===== src/rtl/score_display_controller.sv =====
// score_display_controller: converts a binary score to BCD (double dabble) and commits the digits at the frame boundary
module score_display_controller #(
    parameter int NUM_DIGITS  = 4,
    parameter int SCORE_WIDTH = 14,
    parameter int MAX_SCORE   = 9999
) (
    input  logic                      i_clk,
    input  logic                      i_reset,
    input  logic                      i_start_of_frame,
    input  logic                      i_score_valid,
    input  logic [SCORE_WIDTH-1:0]    i_score_in,
    output logic                      o_score_ready,
    output logic [4*NUM_DIGITS-1:0]   o_digits_out,
    output logic [NUM_DIGITS-1:0]     o_digit_enable,
    output logic                      o_overflow,
    output logic                      o_busy
);
    localparam int BW = 4 * NUM_DIGITS;
    localparam int CW = $clog2(SCORE_WIDTH + 1);
    localparam logic [SCORE_WIDTH-1:0] MAX_S = SCORE_WIDTH'(MAX_SCORE);
    localparam logic [CW-1:0] LAST = CW'(SCORE_WIDTH - 1);

    typedef enum logic [1:0] {IDLE, CONVERT, PENDING} state_t;

    state_t                 r_state;
    logic [SCORE_WIDTH-1:0] r_bin;
    logic [BW-1:0]          r_bcd;
    logic [CW-1:0]          r_cnt;
    logic                   r_sat;
    logic [BW-1:0]          w_adj;
    logic [NUM_DIGITS-1:0]  w_en;
    logic                   w_accept;
    logic                   w_sat;
    logic                   w_commit;

    assign o_score_ready = r_state != CONVERT;
    assign o_busy        = r_state != IDLE;
    assign w_accept      = i_score_valid && o_score_ready;
    assign w_sat         = i_score_in > MAX_S;
    assign w_commit      = r_state == PENDING && i_start_of_frame;

    // add 3 to every BCD nibble of 5 or more ahead of the shift
    always_comb begin
        w_adj = r_bcd;
        for (int k = 0; k < NUM_DIGITS; k++)
            w_adj[4*k +: 4] = r_bcd[4*k +: 4] >= 4'd5 ? r_bcd[4*k +: 4] + 4'd3 : r_bcd[4*k +: 4];
    end

    // a digit is shown if it or any more significant digit is nonzero; digit 0 always shows
    always_comb begin
        w_en = '0;
        for (int k = 0; k < NUM_DIGITS; k++)
            w_en[k] = (k == 0) || (|(r_bcd >> (4 * k)));
    end

    // handshake, conversion sequencing and frame-aligned commit of all digits together
    always_ff @(posedge i_clk or posedge i_reset) begin
        if (i_reset) begin
            r_state        <= IDLE;
            r_bin          <= '0;
            r_bcd          <= '0;
            r_cnt          <= '0;
            r_sat          <= 1'b0;
            o_digits_out   <= '0;
            o_digit_enable <= NUM_DIGITS'(1);
            o_overflow     <= 1'b0;
        end else begin
            if (w_commit) begin
                o_digits_out   <= r_bcd;
                o_digit_enable <= w_en;
                o_overflow     <= r_sat;
            end
            if (w_accept) begin
                r_bin   <= w_sat ? MAX_S : i_score_in;
                r_sat   <= w_sat;
                r_bcd   <= '0;
                r_cnt   <= '0;
                r_state <= CONVERT;
            end else if (r_state == CONVERT) begin
                r_bcd   <= {w_adj[BW-2:0], r_bin[SCORE_WIDTH-1]};
                r_bin   <= r_bin << 1;
                r_cnt   <= r_cnt + 1'b1;
                r_state <= r_cnt == LAST ? PENDING : CONVERT;
            end else if (w_commit) begin
                r_state <= IDLE;
            end
        end
    end
endmodule


===== config.mk =====
export PLATFORM = sky130hd
export DESIGN_NAME = score_display_controller
export DESIGN_NICKNAME = d
export VERILOG_FILES = /design/src/rtl/score_display_controller.sv
export SDC_FILE = /design/constraint.sdc
export NUM_CORES = 1
export LEC_CHECK = 0
export BUFFER_PORTS_ARGS = -buffer_cell sky130_fd_sc_hd__buf_2
export CORE_UTILIZATION = 30
export CTS_BUF_LIST = sky130_fd_sc_hd__clkbuf_8
export DETAILED_ROUTE_END_ITERATION = 10
export SETUP_SLACK_MARGIN = 0.5
export SLEW_MARGIN = 10
export SYNTH_ARGS = -nofsm -noshare
export SYNTH_HDL_FRONTEND = slang
export SYNTH_SLANG_ARGS = --single-unit

===== constraint.sdc =====
create_clock -name i_clk -period 2.4 [get_ports i_clk]
set_input_delay 0.6 -clock i_clk [delete_from_list [all_inputs] [get_ports i_clk]]
set_output_delay 0.6 -clock i_clk [all_outputs]
set_load 0.1 [all_outputs]

==> results.sh <==
export IMPL_run_status="finished, final reports clean"
export IMPL_worstPathCellList="nor2b_4, inv_4, buf_12"
export IMPL_slowest_stage="dfrtp_2"
export IMPL_drv_cap=0
export IMPL_powerDensity_mw_per_mm2=1450
export IMPL_dieArea_mm2=0.00979
export IMPL_clk_pin_slew_ps=60
export IMPL_synth_ff_type="dfrtp_1"
export IMPL_ctsLongestPathBuffers=2
export IMPL_grt_pass1_vias=2029
export IMPL_numCtsBuffers=9
export IMPL_p_leak_uw=0.00161
export IMPL_boundaryPins=41
export IMPL_tightest_slew_ps=566
export IMPL_drc=0
export IMPL_path_class="flop to primary output"
export IMPL_timing_fmax_mhz=546
export IMPL_setup_slack_ps=569
export IMPL_crit_family="flip-flops"
export IMPL_final_nets=343
export IMPL_synth_top_area_frac=0.506
export IMPL_wirelength_um=5610
export IMPL_finalHoldViolCount=0
export IMPL_finalSetupViolCount=0
export IMPL_gp_congestion=0.746
export IMPL_worst_clock_skew_ps=5.06
export IMPL_core_mm2=0.00915
export IMPL_hp_class="primary input to asynchronous set/reset pin"
export IMPL_area_growth_pct=19.7
export IMPL_layout_commonest_cell="dfrtp_1"
export IMPL_cts_root_buffer="clkbuf_8"
export IMPL_clock_latency_ps=340
export IMPL_reg2reg_depth=6
export IMPL_grt_usage=0.126
export IMPL_cts_tree="built"
export IMPL_synth_warnings=0
export IMPL_post_route_min_period_ps=1830
export IMPL_grt_max_degree=58
export IMPL_start_util=0.308
export IMPL_finalMaxSlewViolations=0
export IMPL_cts_hold_buffers=0
export IMPL_synth_area_top_cells="dfrtp_1 (51%), ha_1 (5.8%), mux2_2 (5.6%)"
export IMPL_yosysTopAreaCell="dfrtp_1"
export IMPL_io_buffers=39
export IMPL_diodes=0
export IMPL_drt_iter0_markers=126
export IMPL_grt_overflow=0
export IMPL_cp_depth=3
export IMPL_antenna_found_initial=0
export IMPL_h_tree_depth=3
export IMPL_antenna_left=0
export IMPL_ys_seq_area_frac=0.506
export IMPL_final_cell_mix="dfrtp_1 (55), buf_2 (37), o21ai_0 (30), nand2_1 (29), nor2_1 (15)"
export IMPL_die_h_um=99.0
export IMPL_worst_path_buf_inv=2
export IMPL_synthCells=271
export IMPL_rsz0062_at_grt="yes"
export IMPL_syn_num_nets=302
export IMPL_fin_setup_tns_ps=0
export IMPL_die_w_um=99.0
export IMPL_max_stage_delay_ps=430
export IMPL_synth_area_per_cell_um2=10.4
export IMPL_wl_per_cell_um=13.1
export IMPL_dr_pass1_iters=5
export IMPL_slew_headroom=0.623
export IMPL_syn_area_mm2=0.00282
export IMPL_asyncSetResetFlopFracSynth=1.00
export IMPL_dp_slack_ps=609
export IMPL_crit_fanout=11
export IMPL_startpoint_type="flop"
export IMPL_drive_above_1_share=0.259
export IMPL_grt_pass1_wl_um=9600
export IMPL_crit_arrival_ps=1230
export IMPL_yosys_cell_types_count=36
export IMPL_synth_edf_count=0
export IMPL_ir_worst_vdd_v=0.000755
export IMPL_hpwl_um=3710
export IMPL_num_rows=35
export IMPL_yosys_register_bits=57
export IMPL_endpoint_kind="primary output"
export IMPL_dr_total_vias=2036
export IMPL_drt_vias_per_instance=4.77
export IMPL_cts_num_sinks=57
export IMPL_crit_required_ps=1800
export IMPL_min_period_over_period=0.763
==> metrics by stage <==
stage                     utilization  area [um^2]  hold slack, ps  power (uW)  cells
after floorplan                     -         2820             442        3520    271
after global placement          0.342         3130             459        3890    411
after detailed placement        0.342         3130             466        3950    411
after CTS                       0.367         3360             344        4940    426
after global routing            0.369         3380             360        5280    427
final                           0.369         3380             341        4900    427
==> registers in the layout, summed over array words and instances, names as in the netlist <==
signal          count
r_sat               1
r_cnt               4
r_bcd              16
r_state             2
r_bin              14
o_overflow          1
o_digit_enable      3
o_digits_out       16
==> cell type report <==
cell class / instances / area (um^2)
fillers: 900 / 5780
multi-input cells: 187 / 1260
clock buffers: 13 / 179
well taps: 111 / 139
inverters: 12 / 51.3
clock inverters: 2 / 35.0
repair buffers: 45 / 283
flip-flops and latches: 57 / 1430
==> worst paths after layout <==
path / startpoint / slack [ps] / end
min in group i_clk: i_start_of_frame / 450 / r_state[1]$_DFFE_PP0P_
max: r_state[0]$_DFFE_PP0P_ / 570 / o_score_ready
min: i_reset / 340 / r_bcd[13]$_DFFE_PP0P_
max reg2reg: r_bcd[0]$_DFFE_PP0P_ / 670 / r_bcd[2]$_DFFE_PP0P_
max in group asynchronous: i_reset / 1800 / r_state[1]$_DFFE_PP0P_
min reg2reg: o_digits_out[13]$_DFFE_PP0P_ / 470 / o_digits_out[13]$_DFFE_PP0P_
==> report_power, final <==
group / internal [uW] / leakage, uW / total (uW) / switching [uW]
Clock: 585 / 0.000112 / 950 / 366
Combinational: 775 / 0.000767 / 2320 / 1540
Sequential: 1350 / 0.000730 / 1630 / 280
==> layer usage <==
layer,part of all wire,vias up,GRT usage
met4,0.018,0,0.0586
li1,-,1026,-
met3,0.049,10,0.0390
met2,0.43,42,0.202
met1,0.50,958,0.156
met5,0,-,0
==> synth_stat cells (3+ instances only) <==
library cell  instances
clkbuf_1              4
inv_1                11
nand3b_1              6
a211oi_1              4
buf_2                 6
dfrtp_1              57
mux2_2               14
buf_4                 3
ha_1                 13
xnor2_1               4
nand2b_1              6
o31ai_1               5
mux2i_1              10
a21oi_1               7
a32o_1                4
o21ai_0              30
nor3b_1               4
nor2_1               15
or3_1                 8
o21ai_1              12
nand2_1              29
==> worst reg2reg max path: cells and delay by family (launching register included) <==
family          cells  cell delay [ps]
mux                 1              390
simple gates        1               70
flops               1              400
buf+inv             1              140
fa+ha+maj           1              220
compound gates      2              440
==> timing repair <==
item	CTS	global route
pin swaps	0	0
setup buffers	0	1
hold endpoints to repair	0	0
gates resized for setup	4	4
setup endpoints to repair	2	2
==> cell families (layout without fill, tap and decap cells) <==
kind of cell | Yosys count | in the layout | share of synthesized area
buffers and inverters | 27 | 72 | 0.0479
muxes | 24 | 24 | 0.0914
AOI/OAI and AO/OA | 66 | 66 | 0.138
and+or+nand+nor | 78 | 78 | 0.142
xor gates and xnor gates | 5 | 5 | 0.0155
other | 1 | 1 | 0.00133
DFF | 57 | 57 | 0.506
adders and majority gates | 13 | 13 | 0.0577
No activity file was read; power rests on OpenSTA's default activity.
